### src/rtl/sqrt_pkg.sv
// Shared definitions for the integer square-root frontend and its core.
// State encoding, default widths and the normalized-range constant.
package sqrt_pkg;

    localparam int WIDTH_DEF  = 32;
    localparam int ROOT_W_DEF = WIDTH_DEF / 2;

    // Lower bound of the core's normalized input range, 0.25 in 0.32 format.
    localparam logic [WIDTH_DEF-1:0] FRAC_ONE_QUARTER =
        WIDTH_DEF'(1) << (WIDTH_DEF - 2);

    localparam logic [2:0] ST_IDLE   = 3'd0;
    localparam logic [2:0] ST_NORM   = 3'd1;
    localparam logic [2:0] ST_ISSUE  = 3'd2;
    localparam logic [2:0] ST_WAIT   = 3'd3;
    localparam logic [2:0] ST_DENORM = 3'd4;
    localparam logic [2:0] ST_FIX    = 3'd5;
    localparam logic [2:0] ST_DONE   = 3'd6;

    typedef enum logic [1:0] {
        DIR_HOLD = 2'd0,
        DIR_DOWN = 2'd1,
        DIR_UP   = 2'd2
    } fix_dir_e;

endpackage

### src/rtl/sqrt_uint_frontend_fix.sv
// One floor-root correction decision: compares r^2 and (r+1)^2 against a.
// Holds the block's only multiplier; (r+1)^2 is derived from r^2.
module sqrt_fix_step
    import sqrt_pkg::*;
#(
    parameter int WIDTH  = WIDTH_DEF,
    parameter int ROOT_W = WIDTH / 2
) (
    input  logic [ROOT_W-1:0] r_i,
    input  logic [WIDTH-1:0]  a_i,
    output fix_dir_e          dir_o,
    output logic [ROOT_W:0]   rem_o
);

    logic [WIDTH-1:0] sq;
    logic [WIDTH:0]   sq_up;
    logic             over;
    logic             r_max;

    assign sq    = WIDTH'(r_i) * WIDTH'(r_i);
    assign sq_up = (WIDTH+1)'(sq) + (WIDTH+1)'({r_i, 1'b0}) + (WIDTH+1)'(1);
    assign over  = sq > a_i;
    assign r_max = &r_i;

    always_comb begin
        dir_o = DIR_HOLD;
        if (over) begin
            dir_o = DIR_DOWN;
        end else if ((sq_up <= {1'b0, a_i}) && !r_max) begin
            dir_o = DIR_UP;
        end
    end

    // Saturate so an overshooting best-effort root never reports a wrapped remainder.
    assign rem_o = over ? '0 : (ROOT_W+1)'(a_i - sq);

endmodule

### src/rtl/sqrt_uint_frontend.sv
// Integer sqrt frontend: normalizes the radicand for the Goldschmidt core,
// then denormalizes and corrects the root to the exact floor value.
module sqrt_uint_frontend
    import sqrt_pkg::*;
#(
    parameter int WIDTH   = WIDTH_DEF,
    parameter int ROOT_W  = WIDTH / 2,
    parameter int MAX_FIX = 2
) (
    input  logic              clk,
    input  logic              clr,
    input  logic              in_valid,
    output logic              in_ready,
    input  logic [WIDTH-1:0]  a,
    output logic              out_valid,
    input  logic              out_ready,
    output logic [ROOT_W-1:0] root,
    output logic [ROOT_W:0]   rem,
    output logic              err,
    output logic              core_start,
    output logic [WIDTH-1:0]  core_d,
    input  logic [WIDTH-1:0]  core_q,
    input  logic              core_busy,
    input  logic              core_ready
);

    localparam int S_W = $clog2(WIDTH);
    localparam int C_W = $clog2(MAX_FIX + 1);

    logic [2:0]        state_q, state_d;
    logic [WIDTH-1:0]  a_q, a_d;
    logic [WIDTH-1:0]  x_q, x_d;
    logic [S_W-1:0]    s_q, s_d;
    logic [WIDTH-1:0]  q_q, q_d;
    logic [ROOT_W-1:0] r_q, r_d;
    logic [C_W-1:0]    cnt_q, cnt_d;
    logic [ROOT_W-1:0] root_q, root_d;
    logic [ROOT_W:0]   rem_q, rem_d;
    logic              err_q, err_d;
    logic              start_q, start_d;

    fix_dir_e          dir;
    logic [ROOT_W:0]   fix_rem;

    sqrt_fix_step #(
        .WIDTH  (WIDTH),
        .ROOT_W (ROOT_W)
    ) u_fix (
        .r_i   (r_q),
        .a_i   (a_q),
        .dir_o (dir),
        .rem_o (fix_rem)
    );

    always_comb begin
        state_d = state_q;
        a_d     = a_q;
        x_d     = x_q;
        s_d     = s_q;
        q_d     = q_q;
        r_d     = r_q;
        cnt_d   = cnt_q;
        root_d  = root_q;
        rem_d   = rem_q;
        err_d   = err_q;
        start_d = 1'b0;
        unique case (state_q)
            ST_IDLE: begin
                if (in_valid) begin
                    a_d = a;
                    x_d = a;
                    s_d = '0;
                    if (a == '0) begin
                        root_d  = '0;
                        rem_d   = '0;
                        err_d   = 1'b0;
                        state_d = ST_DONE;
                    end else begin
                        state_d = ST_NORM;
                    end
                end
            end
            ST_NORM: begin
                if (x_q[WIDTH-1:WIDTH-2] == 2'b00) begin
                    x_d = x_q << 2;
                    s_d = s_q + S_W'(2);
                end else begin
                    state_d = ST_ISSUE;
                end
            end
            ST_ISSUE: begin
                if (!core_busy) begin
                    start_d = 1'b1;
                    state_d = ST_WAIT;
                end
            end
            ST_WAIT: begin
                if (core_ready) begin
                    q_d     = core_q;
                    state_d = ST_DENORM;
                end
            end
            ST_DENORM: begin
                // Undo half the normalization shift plus the 0.32 -> integer scaling.
                r_d     = ROOT_W'(q_q >> (ROOT_W + int'(s_q[S_W-1:1])));
                cnt_d   = '0;
                state_d = ST_FIX;
            end
            ST_FIX: begin
                if (dir == DIR_HOLD || cnt_q == C_W'(MAX_FIX)) begin
                    root_d  = r_q;
                    rem_d   = fix_rem;
                    err_d   = (dir != DIR_HOLD);
                    state_d = ST_DONE;
                end else begin
                    r_d   = (dir == DIR_UP) ? r_q + ROOT_W'(1)
                                            : r_q - ROOT_W'(1);
                    cnt_d = cnt_q + C_W'(1);
                end
            end
            ST_DONE: begin
                if (out_ready) begin
                    state_d = ST_IDLE;
                end
            end
            default: begin
                state_d = ST_IDLE;
            end
        endcase
    end

    always_ff @(posedge clk or posedge clr) begin
        if (clr) begin
            state_q <= ST_IDLE;
            a_q     <= '0;
            x_q     <= '0;
            s_q     <= '0;
            q_q     <= '0;
            r_q     <= '0;
            cnt_q   <= '0;
            root_q  <= '0;
            rem_q   <= '0;
            err_q   <= 1'b0;
            start_q <= 1'b0;
        end else begin
            state_q <= state_d;
            a_q     <= a_d;
            x_q     <= x_d;
            s_q     <= s_d;
            q_q     <= q_d;
            r_q     <= r_d;
            cnt_q   <= cnt_d;
            root_q  <= root_d;
            rem_q   <= rem_d;
            err_q   <= err_d;
            start_q <= start_d;
        end
    end

    assign in_ready   = (state_q == ST_IDLE);
    assign out_valid  = (state_q == ST_DONE);
    assign root       = root_q;
    assign rem        = rem_q;
    assign err        = err_q;
    assign core_start = start_q;
    assign core_d     = x_q;

endmodule
### config.mk
export PLATFORM = sky130hd
export DESIGN_NAME = sqrt_uint_frontend
export DESIGN_NICKNAME = d
export VERILOG_FILES = /design/src/rtl/sqrt_pkg.sv /design/src/rtl/sqrt_uint_frontend_fix.sv /design/src/rtl/sqrt_uint_frontend.sv
export SDC_FILE = /design/constraint.sdc
export NUM_CORES = 1
export LEC_CHECK = 0
export BUFFER_PORTS_ARGS = -buffer_cell sky130_fd_sc_hd__buf_2
export CAP_MARGIN = 25
export CORE_MARGIN = 4
export CORE_UTILIZATION = 50
export CTS_CLUSTER_DIAMETER = 80
export DETAILED_ROUTE_END_ITERATION = 16
export GPL_ROUTABILITY_DRIVEN = 0
export PLACE_DENSITY = 0.74
export SLEW_MARGIN = 20
export SYNTH_ARGS = -nofsm -noshare
export SYNTH_HDL_FRONTEND = slang
export SYNTH_HIERARCHICAL = 1
export SYNTH_SLANG_ARGS = --single-unit
### constraint.sdc
create_clock -name clk -period 10.35 [get_ports clk]
set_clock_uncertainty 0.15 [all_clocks]
set_input_delay 1.035 -clock clk [delete_from_list [all_inputs] [get_ports clk]]
set_output_delay 1.035 -clock clk [all_outputs]
set_load 0.01 [all_outputs]
Word level (Yosys, flattened, before mapping). Cells that the tools add are included.

Bits in registers: 157. Bits of input ports: 70. Output and inout bits: 69. Word-level logic and storage cells: 94.

$add $sub $neg: 8. Multiply operators: 1. Magnitude comparators: 2. Eq/ne operators: 17. Shifts and indexed selects: 1. Mux-type cells: 36. Reductions and logical operators: 18.

Operator list (count): 16-bit 2-to-1 mux (5); 17-bit 2-to-1 mux (4); 32-bit 2-to-1 mux (2); 16-bit one-hot mux with 2 select lines (2); 32-bit one-hot mux with 2 select lines (1); 17-bit one-hot mux with 2 select lines (1); 32-bit by 17-bit adder with 33-bit output (1); 33-bit by 1-bit adder with 33-bit output (second input constant) (1); 33-bit by 32-bit <= comparator with 1-bit output (1); 32-bit greater-than comparator (1); 32-bit zero test (1); 16-bit by 16-bit multiplier with 32-bit output (1); 32-bit by 6-bit right shift with 16-bit output (1); 3-bit 2-to-1 mux (7); 3-bit one-hot mux with 7 select lines (1); 17-bit subtractor (1); 16-bit by 1-bit adder with 16-bit output (second input constant) (1); 16-bit AND reduction (1); 16-bit by 1-bit subtractor with 16-bit output (second input constant) (1); 2-bit != test (second input constant) (7); 5-bit 2-to-1 mux (2); 5-bit one-hot mux with 2 select lines (1); 3-bit equality test (second input constant) (3); 2-bit nonzero test (4); other kinds (20) (32).

Depth between registers and ports, before layout. Gate-level depths: netlist of run 1.

Word-level depth: 11. Depth in mapped cells: 48. Gate-level depth less buffers: 46.

Modules after synthesis. The synthesis of run 1 kept the hierarchy.

Modules (own cells, without submodules): sqrt_fix_step (instances 1, cells each 1284, area an instance 10568.9 µm², sequential area each 0.0 µm²); sqrt_uint_frontend (instances 1, cells each 729, area an instance 7086.8 µm², sequential area each 3503.4 µm²).

Least setup slack after synthesis of run 1. No wires, ideal clock.

Path kind: reg-to-reg. Start point: register r_q[1]. End point: register r_q[13]. Setup time: 0.074 ns. Data arrival time: 10.319 ns. Data required time: 10.126 ns. Slack: -0.193 ns. Cell stages (with the launch flop): 46. Buffers on the path: 2. Period minus slack after synthesis: 10.543 ns. Cell sequence: dfrtp_1 clkbuf_1 clkbuf_1 nand2_1 fa_1 inv_1 fa_1 ha_1 fa_1 inv_1 fa_1 fa_1 inv_1 ha_1 o21ai_0 nand2b_1 a31o_2 a21o_1 (+10 left out) ha_1 a21o_1 a21o_1 a21oi_1 nor2_1 a211oi_1 o2111ai_1 a311o_1 a31oi_1 or2b_1 ha_1 a2111oi_0 o21ai_0 nand2_1 o21bai_2 nand3_1 mux2_4 o21ai_2.

Word-level cells in the longest chain between the ends: 11. Elaborated cells on any way between the ends: 20. Classes of those cells: add/sub: 4; mul: 1; order compare: 2; eq/ne: 2; mux: 5; reduce/logical: 6.

RTL lines: start: declaration (line sqrt_uint_frontend.sv:35) `logic [ROOT_W-1:0] r_q, r_d;`; start signal: assignment (line sqrt_uint_frontend.sv:151) `r_q <= r_d;`; 16-bit by 16-bit multiplier with 32-bit output (line sqrt_uint_frontend_fix.sv:20) `assign sq = WIDTH'(r_i) * WIDTH'(r_i);`; 32-bit by 17-bit adder with 33-bit output (line sqrt_uint_frontend_fix.sv:21) `assign sq_up = (WIDTH+1)'(sq) + (WIDTH+1)'({r_i, 1'b0}) + (WIDTH+1)'(1);`; 33-bit by 1-bit adder with 33-bit output (line sqrt_uint_frontend_fix.sv:21); 33-bit by 32-bit <= comparator with 1-bit output (line sqrt_uint_frontend_fix.sv:29) `end else if ((sq_up <= {1'b0, a_i}) && !r_max) begin`; 1-bit logical AND (line sqrt_uint_frontend_fix.sv:29); 2-bit 2-to-1 mux (line sqrt_uint_frontend_fix.sv:29); 2-bit 2-to-1 mux (*) (line sqrt_uint_frontend_fix.sv:27) `if (over) begin`; via dir[1] (line sqrt_uint_frontend.sv:42) `fix_dir_e dir;`; 2-bit equality test or 2-bit zero test (tied branches) (line sqrt_uint_frontend.sv:116, sqrt_uint_frontend.sv:110); 16-bit 2-to-1 mux or 1-bit logical OR (tied branches) (line sqrt_uint_frontend.sv:116, sqrt_uint_frontend.sv:110); 16-bit 2-to-1 mux or 2-bit != test (tied branches); 16-bit one-hot mux with 2 select lines or 2-bit AND reduction (tied branches).

The timed path passes the listed nets; every way through them passes the cells marked *. The select of a mux whose other input is x is not followed. A chain may end at the register's enable or synchronous reset.

Worst setup path in the final report of run 1.
Start point: register r_q[6]. End point: register r_q[5].

Same word-level chain as after synthesis.

==> impl_metrics.py, run 1 <==
metrics = {
    "run_status": {
        "outcome": "finished with violations",
        "violations": "negative setup slack",
    },
    "final_layout": {
        "fin_nets": 2808,
        "mostFrequentLayoutCell": "inv_1",
        "antenna_cells": 0,
        "final_cell_mix": "inv_1 (292), nand2_1 (277), buf_4 (256), ha_1 (190), fa_1 (158)",
        "final_core_util_pct": 63.93,
        "drive_gt1_share_pct": 27.03,
        "area_growth_syn_to_layout_pct": 25.69,
        "fill_cells": 2674,
    },
    "logic_synthesis": {
        "ys_top_cells_by_area": "dfrtp_1 (20%), fa_1 (18%), ha_1 (15%)",
        "yosys.area.top_type": "dfrtp_1",
        "synth_flop_cell": "dfrtp_1",
        "ys_async_sr_fraction_pct": 100.0,
        "yosys_warnings": 6,
        "synth.cell_area_um2": 17660,
        "synth_fp_nets": 2455,
        "syn_avg_cell_area_um2": 8.771,
        "postSynthCellCount": 2013,
        "synth.distinct_cells": 90,
        "seq_area_frac_synth_pct": 19.84,
        "synth.top_cell.area_share_pct": 19.84,
        "synth-edff-count": 0,
        "synth-seq-cells": 140,
    },
    "die": {
        "dieArea_um2": 38380,
        "fp.coreArea_um2": 34710,
        "die_w_um": 195.9,
        "initial_core_util_pct": 50.86,
        "ioPinCount": 139,
        "die_h_um": 195.9,
        "num_rows": 68,
    },
    "grt": {
        "first_global_vias": 16200,
        "track_usage_pct": 25.33,
        "grt_max_degree": 72,
        "gr-total-overflow": 0,
        "grt_pass1_wl_um": 80280,
        "antenna_found_initial": 0,
    },
    "timing": {
        "fin_crit_sh_pct": 102.8,
        "relSlewSlack_pct": 33.80,
        "report.final.hold_viol_count": 0,
        "tightest_slew_ns": 0.9919,
        "max_freq_mhz": 93.94,
        "min_period_ns": 10.64,
        "rsz0062_at_grt": "yes",
        "slew_viol_final": 0,
        "setup_ws_ns": -0.2949,
        "setup_violations": 12,
    },
    "routing": {
        "vias": 15950,
        "first_iter_violations": 1119,
        "drtPass1Iterations": 6,
        "drc_errors": 0,
        "wl_per_cell_um": 18.21,
        "drt_wl_total_um": 51590,
        "post_drt_via_cell_ratio": 5.628,
        "ant_nets": 0,
    },
    "worst_setup_path": {
        "crit_required_ns": 10.51,
        "slowest_delay_ns": 0.57,
        "crit_slowest_cell": "fa_1",
        "cp-startpoint": "r_q[6]$_DFFE_PP0P_",
        "worstRegToRegCells": 48,
        "critPathLaunchType": "flop",
        "crit_path_end_kind": "flop",
        "crit_path_max_fanout": 7,
        "rr_startpoint": "r_q[6]$_DFFE_PP0P_",
        "critPathArrivalTime_ns": 10.81,
        "worstSetupPathType": "flop to flop",
        "r2r_slack_ns": -0.29,
        "worst_path_most_repeated_cell": "buf_4",
    },
    "clocking": {
        "hold_buffers": 0,
        "clockBufferDepth": 2,
        "clk_latency_ns": 0.44,
        "clock_sinks": 140,
        "clkTransAtPathRegs_ns": 0.07,
        "cts_made_buffers": 17,
        "cts_tree": "done",
        "cts_root_buf": "clkbuf_16",
        "cts_htree_levels": 4,
    },
    "hold_path": {
        "min_from": "a_q[18]$_DFFE_PP0P_",
        "min_path_type": "flop to flop",
        "hold_depth": 2,
    },
    "placed_design": {
        "io_buffers": 122,
        "dp_hpwl_um": 38090,
    },
    "run": {
        "max_cap_violations": 0,
    },
}
final timing paths:
check | to
max | r_q[5]$_DFFE_PP0P_
min | a_q[18]$_DFFE_PP0P_
max reg2reg | r_q[5]$_DFFE_PP0P_
min reg2reg | a_q[18]$_DFFE_PP0P_
max in group asynchronous | r_q[3]$_DFFE_PP0P_
min in group asynchronous | core_start$_DFF_PP0_
cell families after synthesis:
family	count (synthesis)	share of synthesized area (%)
DFF	140	19.84
adders and majority gates	372	33.21
buffers and inverters	380	8.497
and+or+nand+nor	609	16.31
xor gates and xnor gates	91	4.514
muxes	40	3.076
AOI/OAI and AO/OA	381	14.55
routing by layer:
layer	up-vias	track usage [%]	share of wire (%)
met5	-	0	0
met4	0	8.922	4.4
met3	142	4.293	6.4
met2	593	43.00	48
met1	7802	32.86	41
li1	7414	-	-
registers in the layout (all words and copies together) (netlist names):
signal and cells:
a_q 32, core_d 32, rem 17, q_q 16
r_q 16, root 16, s_q 4, state_q 3
cnt_q 2, core_start 1, err 1
layout make-up:
class | instances | area, um^2 | area share (%)
Clock buffer | 18 | 439.2 | 1.979
Clock inverter | 14 | 145.1 | 0.6540
Inverter | 303 | 1142 | 5.148
Multi-Input combinational cell | 1494 | 13400 | 60.40
Sequential cell | 140 | 3518 | 15.85
Tap cell | 455 | 569.3 | 2.565
Timing Repair Buffer | 410 | 2974 | 13.40
synth_stat cells (7+ instances only):
cell type	count
a211oi_1	16
a21o_1	47
a21oi_1	92
a22o_1	36
a31o_2	7
a31oi_1	32
and2_1	57
and3_1	9
buf_2	19
buf_4	7
clkbuf_1	44
dfrtp_1	140
fa_1	161
ha_1	211
inv_1	301
mux2_2	17
mux2i_1	13
mux4_2	8
nand2_1	287
nand2b_1	17
nand3_1	14
nand4_1	19
nor2_1	118
nor2b_1	11
nor3_1	19
nor4_1	18
o211ai_1	7
o21a_1	11
o21ai_0	63
o21bai_1	9
o22ai_1	9
xnor2_1	61
xor2_1	30
critical path: cells and delay by family (launching register included):
| kind | cells | cell delay [ns] |
|---|---|---|
| compound gates | 15 | 3.01 |
| xor+xnor | 2 | 0.42 |
| fa+ha+maj | 10 | 3.62 |
| buf+inv | 10 | 1.17 |
| flops | 1 | 0.44 |
| simple gates | 11 | 1.70 |
through the flow:
step / cells / setup TNS (ns) / instance area, um^2 / hold WS (ns) / setup slack, ns
final: 2834 / -2.222 / 22190 / 0.3294 / -0.2949
after global routing: 2834 / -7.970 / 22190 / 0.3577 / -0.6852
after CTS: 2802 / 0 / 21320 / 0.3332 / 0.004881
after detailed placement: 2757 / -6.518 / 20360 / 0.3159 / -0.6609
after global placement: 2757 / -3.975 / 20360 / 0.3101 / -0.4345
after floorplan: 2013 / 0 / 17660 / 0.2957 / 0.0001439
timing repair:
action	CTS	global route
gates cloned	2	0
pin swaps	33	124
setup buffers	11	32
gates resized for setup	53	147
setup endpoints to repair	13	29
hold endpoints to repair	0	0
Power of run 1 is left out: the tool's default activity adds up to more than one toggle a clock period on the data nets, which glitch-free logic cannot reach.
==> run 2, diff against run 1 <==
- CORE_UTILIZATION: 50 -> 40
- PLACE_DENSITY: 0.74 -> 0.6
- clock period: 10.35 -> 11.5 ns (I/O delays scaled with it)
==> impl_metrics.py, run 2 (synthesis gave the netlist of run 1 again) <==
metrics = {
    "clocking": {
        "clock_sinks": 140,
        "clkTransAtPathRegs_ns": 0.06,
        "clockBufferDepth": 2,
        "cts_htree_levels": 4,
        "cts_tree": "done",
        "hold_buffers": 0,
        "clk_latency_ns": 0.43,
        "cts_made_buffers": 17,
        "cts_root_buf": "clkbuf_16",
    },
    "timing": {
        "min_period_ns": 10.92,
        "max_freq_mhz": 91.55,
        "fin_crit_sh_pct": 94.98,
        "relSlewSlack_pct": 37.31,
        "tns_ns": 0,
        "report.final.hold_viol_count": 0,
        "setup_violations": 0,
        "slew_viol_final": 0,
        "setup_ws_ns": 0.5771,
        "tightest_slew_ns": 0.9403,
    },
    "die": {
        "num_rows": 76,
        "die_w_um": 218.1,
        "initial_core_util_pct": 40.72,
        "dieArea_um2": 47570,
        "die_h_um": 218.1,
        "ioPinCount": 139,
        "fp.coreArea_um2": 43360,
    },
    "worst_setup_path": {
        "crit_slowest_cell": "fa_1",
        "critPathLaunchType": "flop",
        "critPathBufInv": 9,
        "critPathArrivalTime_ns": 11.12,
        "crit_required_ns": 11.70,
        "cpLargestDelayFamily": "adder cells",
        "crit_path_max_fanout": 14,
        "slowest_delay_ns": 0.55,
        "crit_path_end_kind": "flop",
        "worstSetupPathType": "flop to flop",
    },
    "final_layout": {
        "fin_nets": 2618,
        "drive_gt1_share_pct": 15.26,
        "final_area_um2": 20080,
        "mostFrequentLayoutCell": "inv_1",
        "final_cell_mix": "inv_1 (300), nand2_1 (287), ha_1 (211), fa_1 (161), dfrtp_1 (133)",
        "area_growth_syn_to_layout_pct": 13.76,
        "final_core_util_pct": 46.32,
        "antenna_cells": 0,
    },
    "run_status": {
        "outcome": "completed",
    },
    "grt": {
        "grt_pass1_wl_um": 75470,
        "track_usage_pct": 19.44,
        "first_global_vias": 14630,
        "gr-total-overflow": 0,
        "grt_max_degree": 73,
        "antenna_found_initial": 0,
    },
    "routing": {
        "vias": 14450,
        "ant_nets": 0,
        "post_drt_via_cell_ratio": 5.208,
        "drt_wl_total_um": 45850,
        "drtPass1Iterations": 5,
        "first_iter_violations": 678,
        "drc_errors": 0,
        "wl_per_cell_um": 16.53,
    },
    "placed_design": {
        "io_buffers": 122,
        "dp_hpwl_um": 37290,
        "place_ws_ns": 0.3628,
        "placed_area_um2": 19350,
    },
    "hold_path": {
        "min_path_type": "flop to flop",
    },
    "run": {
        "max_cap_violations": 0,
    },
}
-- run 2: cell count changes in the layout (fill, tap and decap cells not counted), sizes merged --
cell | previous run | this run
buf | 410 | 221
clkbuf | 18 | 19
clkinv | 8 | 4
clkinvlp | 4 | 3
inv | 303 | 307
or2b | 2 | 1
-- run 2: area by class of cell --
cell class / count / area (um^2)
Timing Repair Buffer: 221 / 1390
Fill cell: 4314 / 23280
Multi-Input combinational cell: 1493 / 12710
Clock inverter: 13 / 155.1
Sequential cell: 140 / 3515
Inverter: 303 / 1142
Tap cell: 585 / 732.0
Clock buffer: 19 / 442.9
-- run 2: path summary, 6_finish.rpt --
kind                       slack [ns]             endpoint           startpoint  cells after the start
hold / removal                   0.33  a_q[28]$_DFFE_PP0P_  a_q[28]$_DFFE_PP0P_                      2
hold reg to reg                  0.33  a_q[28]$_DFFE_PP0P_  a_q[28]$_DFFE_PP0P_                      2
min in group asynchronous        0.66   rem[3]$_DFFE_PP0P_                  clr                      2
max in group asynchronous        9.21   a_q[5]$_DFFE_PP0P_                  clr                      3
setup / recovery                 0.58  r_q[15]$_DFFE_PP0P_   r_q[5]$_DFFE_PP0P_                     48
setup reg to reg                 0.58  r_q[15]$_DFFE_PP0P_   r_q[5]$_DFFE_PP0P_                     48
-- run 2: per-layer routing --
| metal | track usage, % | up-vias | routed length, um |
|---|---|---|---|
| li1 | - | 7009 | - |
| met1 | 27.07 | 7136 | 21490 |
| met2 | 32.94 | 263 | 22110 |
| met3 | 2.364 | 38 | 1613 |
| met4 | 3.771 | 0 | 629 |
| met5 | 0 | - | 0 |
-- run 2: repair_timing --
action,4_1_cts,5_1_grt
setup buffers,0,7
resized for setup,0,20
endpoints found under the setup margin,0,11
-- run 2: worst reg2reg max path: cells and delay by family, from the launching register on --
family                     cells  cell delay [ns]
AOI/OAI and AO/OA             16             2.89
buffers and inverters          9             1.02
xor gates and xnor gates       3             0.43
adders and majority gates     10             3.95
and+or+nand+nor               10             1.94
DFF                            1             0.46
-- run 2: metrics by stage --
step	instances	hold slack, ns
3_3_place_gp	2734	0.3143
3_5_place_dp	2734	0.3159
2_1_floorplan	2013	0.2957
6_report	2774	0.3273
5_1_grt	2774	0.3531
4_1_cts	2766	0.3318
Power of run 2 is left out for the same reason.
